## config.mk

```make
export PLATFORM = sky130hd
export DESIGN_NAME = uart_rx_oversampled
export DESIGN_NICKNAME = d
export VERILOG_FILES = /design/src/rtl/uart_rx_oversampled.sv
export SDC_FILE = /design/constraint.sdc
export NUM_CORES = 1
export LEC_CHECK = 0
export ABC_CLOCK_PERIOD_IN_PS = 5850
export CAP_MARGIN = 20
export CORE_ASPECT_RATIO = 1.75
export CORE_MARGIN = 4
export CORE_UTILIZATION = 55
export DETAILED_ROUTE_END_ITERATION = 12
export PLACE_DENSITY = 0.79
export RECOVER_POWER = 50
export SKIP_CTS_REPAIR_TIMING = 1
export SLEW_MARGIN = 20
export SYNTH_ARGS = -nofsm -noshare
export SYNTH_HDL_FRONTEND = slang
export SYNTH_SLANG_ARGS = --single-unit
```

## constraint.sdc

```tcl
create_clock -name clk -period 5.85 [get_ports clk]
set_clock_uncertainty 0.2 [all_clocks]
set_input_delay 1.17 -clock clk [delete_from_list [all_inputs] [get_ports clk]]
set_output_delay 1.17 -clock clk [all_outputs]
set_load 0.005 [all_outputs]
```

## src/rtl/uart_rx_oversampled.sv

```systemverilog
// 8N1 UART receiver: 16x oversampling, two-flop synchronizer, 3-sample majority vote,
// start-glitch rejection, framing-error strobe and line-break hold-off.
module uart_rx_oversampled #(
  parameter int unsigned CLK_FREQ = 50000000,
  parameter int unsigned BAUD     = 115200,
  parameter int unsigned DIV      = (CLK_FREQ + BAUD * 8) / (BAUD * 16)
) (
  input  logic       clk,
  input  logic       reset,
  input  logic       rx,
  output logic       rxReady,
  output logic [7:0] rxData,
  output logic       frame_error,
  output logic       busy
);

  localparam int unsigned CntW = (DIV > 1) ? $clog2(DIV) : 1;
  localparam logic [CntW-1:0] CntMax = CntW'(DIV - 1);

  typedef enum logic [2:0] {StIdle, StStart, StData, StStop, StBreak} state_e;

  state_e          state_q, state_d;
  logic            rx_s1_q, rx_s2_q;
  logic [CntW-1:0] cnt_q, cnt_d;
  logic [3:0]      ph_q, ph_d;
  logic [1:0]      samp_q, samp_d;
  logic [2:0]      bit_idx_q, bit_idx_d;
  logic [7:0]      shift_q, shift_d;
  logic [3:0]      brk_q, brk_d;
  logic [7:0]      rx_data_q, rx_data_d;
  logic            rx_ready_q, rx_ready_d;
  logic            frame_error_q, frame_error_d;
  logic            busy_q, busy_d;

  logic tick, vote_valid, vote;

  assign tick       = (cnt_q == CntMax);
  assign vote_valid = tick && (ph_q == 4'd9);
  // Samples taken at ph 7 and 8 plus the live sample at ph 9.
  assign vote = (samp_q[0] & samp_q[1]) | (samp_q[0] & rx_s2_q) | (samp_q[1] & rx_s2_q);

  always_comb begin
    state_d       = state_q;
    cnt_d         = tick ? '0 : cnt_q + CntW'(1);
    ph_d          = ph_q;
    samp_d        = samp_q;
    bit_idx_d     = bit_idx_q;
    shift_d       = shift_q;
    brk_d         = brk_q;
    rx_data_d     = rx_data_q;
    rx_ready_d    = 1'b0;
    frame_error_d = 1'b0;

    if (tick) begin
      ph_d = ph_q + 4'd1;
      if (ph_q == 4'd7) samp_d[0] = rx_s2_q;
      if (ph_q == 4'd8) samp_d[1] = rx_s2_q;
    end

    unique case (state_q)
      StIdle: begin
        if (!rx_s2_q) begin
          // Restart the bit timing from the falling edge.
          state_d = StStart;
          cnt_d   = '0;
          ph_d    = '0;
        end
      end
      StStart: begin
        if (vote_valid) begin
          if (vote) begin
            state_d = StIdle;
          end else begin
            state_d   = StData;
            bit_idx_d = '0;
          end
        end
      end
      StData: begin
        if (vote_valid) begin
          shift_d = {vote, shift_q[7:1]};
          if (bit_idx_q == 3'd7) state_d = StStop;
          else                   bit_idx_d = bit_idx_q + 3'd1;
        end
      end
      StStop: begin
        if (vote_valid) begin
          if (vote) begin
            rx_data_d  = shift_q;
            rx_ready_d = 1'b1;
            state_d    = StIdle;
          end else begin
            frame_error_d = 1'b1;
            brk_d         = '0;
            state_d       = StBreak;
          end
        end
      end
      StBreak: begin
        // Leave only after 16 consecutive high ticks on the line.
        if (tick) begin
          if (rx_s2_q) begin
            if (brk_q == 4'd15) begin
              brk_d   = '0;
              state_d = StIdle;
            end else begin
              brk_d = brk_q + 4'd1;
            end
          end else begin
            brk_d = '0;
          end
        end
      end
      default: state_d = StIdle;
    endcase

    busy_d = (state_d != StIdle);
  end

  always_ff @(posedge clk or posedge reset) begin
    if (reset) begin
      state_q       <= StIdle;
      rx_s1_q       <= 1'b1;
      rx_s2_q       <= 1'b1;
      cnt_q         <= '0;
      ph_q          <= '0;
      samp_q        <= '0;
      bit_idx_q     <= '0;
      shift_q       <= '0;
      brk_q         <= '0;
      rx_data_q     <= '0;
      rx_ready_q    <= 1'b0;
      frame_error_q <= 1'b0;
      busy_q        <= 1'b0;
    end else begin
      state_q       <= state_d;
      rx_s1_q       <= rx;
      rx_s2_q       <= rx_s1_q;
      cnt_q         <= cnt_d;
      ph_q          <= ph_d;
      samp_q        <= samp_d;
      bit_idx_q     <= bit_idx_d;
      shift_q       <= shift_d;
      brk_q         <= brk_d;
      rx_data_q     <= rx_data_d;
      rx_ready_q    <= rx_ready_d;
      frame_error_q <= frame_error_d;
      busy_q        <= busy_d;
    end
  end

  assign rxReady     = rx_ready_q;
  assign rxData      = rx_data_q;
  assign frame_error = frame_error_q;
  assign busy        = busy_q;

endmodule

```

* Word-level counts from Yosys, hierarchy flattened
Index checks and enable logic that the tools add are counted.
Word-level totals: bits of input ports 3, output and inout bits 11, logic and storage cells 85, register bits after elaboration 42
Cells by class: bitwise logic cells 5, reduce and logical (&&, ||, !) cells 11, $add $sub $neg 4, equal/unequal tests 17, multiplexer cells 34
Operators with widths (count):
- 3-bit two-way mux | 13
- 4-bit two-way mux | 8
- 5-bit two-way mux | 3
- 3-bit one-hot mux with 5 select lines | 1
- 2-bit != test (second input constant) | 7
- 4-bit == test (second input constant) | 3
- 4-bit by 1-bit adder with 4-bit output (second input constant) | 2
- 4-bit one-hot mux with 2 select lines | 1
- 3-bit by 2-bit == test with 1-bit output (second input constant) | 2
- 3-bit == test (second input constant) | 2
- 1-bit two-way mux | 6
- 3-bit one-hot mux with 2 select lines | 1
- 2-bit AND reduction | 3
- 5-bit by 1-bit adder with 5-bit output (second input constant) | 1
- 5-bit == test (second input constant) | 1
- 5-bit AND reduction | 1
- 4-bit by 3-bit == test with 1-bit output (second input constant) | 1
- 4-bit AND reduction | 1
- 2-bit nonzero test | 2
- 3-bit by 1-bit adder with 3-bit output (second input constant) | 1
- 1-bit AND | 3
- 3-bit by 1-bit == test with 1-bit output (second input constant) | 1
- 3-bit logical NOT | 1
- 3-bit AND reduction | 1
- other kinds (4) | 5

* Logic depth before layout (Yosys ltp)
depth after elaboration 7, mapped depth 7, gate-level depth less buffers 6

* Worst setup path before layout
Ideal clock, no wire load.
path kind flip-flop to flip-flop, from register cnt_q[0], to register rx_data_q[0], in the netlist rxData[0], setup slack 3769 ps, stages on the path, launching flop included 8, path buffers 1, clock period less this slack 2081 ps, library setup time 125 ps, arrival time 1756 ps, required time 5525 ps, path through dfrtp_1 -> inv_1 -> ha_1 -> and4b_1 -> buf_6 -> nand3_2 -> nor3_4 -> mux2_2
On the way: longest elaborated chain between the ends 3
RTL lines:
- start: declaration | RTL line 24 | logic [CntW-1:0] cnt_q, cnt_d;
- start signal: assignment | RTL line 139 | cnt_q <= cnt_d;
- 5-bit == test | RTL line 37 | assign tick = (cnt_q == CntMax);
- 1-bit logical AND | RTL line 38 | assign vote_valid = tick && (ph_q == 4'd9);
- 3-bit AND reduction (no line)
- end signal: assignment | RTL line 145 | rx_data_q <= rx_data_d;
- end: declaration | RTL line 30 | logic [7:0] rx_data_q, rx_data_d;
Every way passes these cells. A chain may end at the register's enable or synchronous reset.

==> out/metrics.cfg <==
[timing]
report.final.slew_viol_count = 43
clock.fmax_ghz = 0.282
worst_slack_ps = 2300
period_minus_slack_ps = 3550
finalCritPeriodShare_pct = 60.6
hold_viol = 0
worst_pin_slew_ps = 2160
fin_setup_tns_ps = 0
slew-limit-headroom_pct = -44.2
rsz0062_at_grt = false
setup_viol = 0

[yosys]
synth_mux_area_share_pct = 11.0
synthFlopType = dfrtp_1
yosys.area.top_type_share_pct = 51.5
synth_simple_gate_area_share_pct = 16.2
netlist-cell-type-count = 42
synth.avg_cell_area_um2 = 12.3
synthXorXnorAreaFrac_pct = 2.26
yosysWarnings = 0
synth_sequential_area_ratio_pct = 54.3
synth_compound_area_share_pct = 7.60
synth_top_family_by_area = simple AND/OR/NAND/NOR gates
syn_inst = 158
synth_edf_count = 0
yosys.area.top_type = dfrtp_1
synthesis.nets = 169
synthesis.area_um2 = 1940
synthArstFlopShare_pct = 100
synth_fa_ha_area_share_pct = 5.73
ys_ff_latch = 42
synth_area_leaders = dfrtp_1, mux2_2, ha_1

[global_route]
antenna_found_initial = 0
grt_pass1_wl_um = 6070
grt_max_degree = 43
grt-ovfl-total = 0
grt_use_total_pct = 18.2
grt_pass1_vias = 1345

[floorplan]
dieWidth_um = 52.9
row_count = 28
dieArea_um2 = 4580
initial_core_util_pct = 57.1
core_um2 = 3400
die_h_um = 86.6
pin_count = 14

[detailed_routing]
wl_met2_um = 1850
dr.pass1.iters = 4
met3_wirelength_um = 112
drtAntennaViolNets = 0
viasPerCell = 5.85
wl_um = 3420
met1Wirelength_um = 1360
routed.top_layer = met4
vias = 1288
drc = 0
drt-initial-drc-count = 17
wl_per_cell_um = 15.6

[layout]
final_common_cell = dfrtp_1
multiInputGateArea_um2 = 830
nets = 186
final_core_util_pct = 65.1
final_cell_area_um2 = 2210
layout_common_cells = dfrtp_1, mux2_2, clkdlybuf4s50_1
area_delta_synth_final_pct = 13.9
seq_area_um2 = 1050
fill_cells = 263
drive_gt1_share_pct = 18.9
antenna_cells = 0

[worst_setup_path]
r2r_start = cnt_q[0]$_DFF_PP0_
crit_type = input pin to async pin
cp-end-kind = async pin
slowest_stage = clkbuf_1
cpPeakStageDelay_ps = 1540
r2r_end = rxData[4]$_DFFE_PP0P_
path_max_fanout = 42
critPathLaunchType = input pin
ff2ff_path_depth = 6
crit_path_cell_trace = dlygate4sd3_1 > inv_1 > clkbuf_1
arrival_ps = 3310
r2r_setup_slack_ps = 3510
required_ps = 5620

[worst_hold_path]
hp-class = flop to flop
hold_path_end = rx_s2_q$_DFF_PP1_
holdPathStages = 0
worstHoldStart = rx_s1_q$_DFF_PP1_

[flow_run]
drv_cap = 1

[power_and_ir_drop]
combPwrFrac_pct = 1.3
power_frac_clock_pct = 43.5
p_per_area_nw_per_um2 = 239
peakVddDrop_uv = 230
power_frac_seq_pct = 55.2
switching_power_mw = 0.100
swShare_pct = 18.9
leakage_nw = 1.06
intPower_mw = 0.429
finalPower_mw = 0.529

[place]
dpl-instance-area_um2 = 2100
dp_hpwl_um = 2530
dp_slack_ps = 3510
place_congestion = 0.805
numPortBuffers = 13

[clock_network]
cts_tree = built
cts_root_buffer = clkbuf_8
clock_path_buffers = 2
cts_buffers = 5
clock_latency_ps = 290
cts_max_level = 2
cts.sinks = 42
cts.reportedPaths.clkPinSlew_ps = 70

[outcome]
failed_checks = capacitance limit, slew limit
status = finished, violations left

-- stage by stage --
| stage | hold WS, ps | std cells |
|---|---|---|
| after floorplan | 145 | 158 |
| after global placement | 147 | 213 |
| after detailed placement | 149 | 213 |
| after CTS | 160 | 220 |
| after global routing | 166 | 220 |
| final | 159 | 220 |
-- power by group through the flow --
stage / Combinational (mW) / Clock [mW] / Sequential [mW]
2_1_floorplan: 0.00435 / 0 / 0.298
3_3_place_gp: 0.00735 / 0 / 0.298
3_5_place_dp: 0.00766 / 0 / 0.298
4_1_cts: 0.00764 / 0.237 / 0.292
5_1_grt: 0.00786 / 0.249 / 0.292
6_report: 0.00667 / 0.230 / 0.292
-- cell families (layout without fill, tap and decap cells) --
group / count (synthesis) / after routing
compound gates: 21 / 21
xor+xnor: 5 / 5
fa+ha+maj: 9 / 9
buf+inv: 11 / 28
flops: 42 / 42
mux: 19 / 19
simple gates: 51 / 51
-- flip-flops by register name (all words and copies together), names as in the netlist --
register     flops
cnt_q            5
ph_q             4
shift_q          8
rxReady          1
samp_q           2
rx_s2_q          1
frame_error      1
state_q          3
rxData           8
brk_q            4
bit_idx_q        3
rx_s1_q          1
busy             1
-- layer usage --
| metal | track usage (%) | vias up |
|---|---|---|
| met3 | 5.85 | 12 |
| met5 | 0 | - |
| met2 | 29.9 | 25 |
| met4 | 8.84 | 0 |
| li1 | - | 600 |
| met1 | 21.0 | 651 |
-- how the worst max path moves through the flow --
stage	from	endpoint	slack (ps)	depth (start not counted)
floorplan	reset	bit_idx_q[0]$_DFFE_PP0P_	3510	1
global placement	cnt_q[0]$_DFF_PP0_	rxData[6]$_DFFE_PP0P_	3560	6
detailed placement	cnt_q[0]$_DFF_PP0_	rxData[7]$_DFFE_PP0P_	3510	6
CTS	rxData[0]$_DFFE_PP0P_	rxData[0]	3300	1
global route	reset	rxData[5]$_DFFE_PP0P_	1870	3
finish	reset	rxData[4]$_DFFE_PP0P_	2300	3
-- worst max-delay path, delay by kind of cell --
kind / cells / cell delay [ps]
buffers and inverters: 3 / 2120
-- Yosys cell counts (3+ instances only) --
master,number
dfrtp_1,40
mux2_2,18
nor2_1,9
ha_1,8
nand2_1,8
inv_1,7
nand3_1,6
o21ai_0,5
o31ai_1,4
xor2_1,4
a21oi_1,3
nor3_1,3
nor3b_1,3
-- final cells by class --
type                       count  share of cell area [%]
clock buffer                   6                    3.73
timing repair buffer          14                    6.05
clock inverter                 1                    1.36
sequential                    42                    47.6
inverter                       7                    1.19
tap                           45                    2.55
multi-input combinational    105                    37.5
Power figures use the tool's default switching activity.
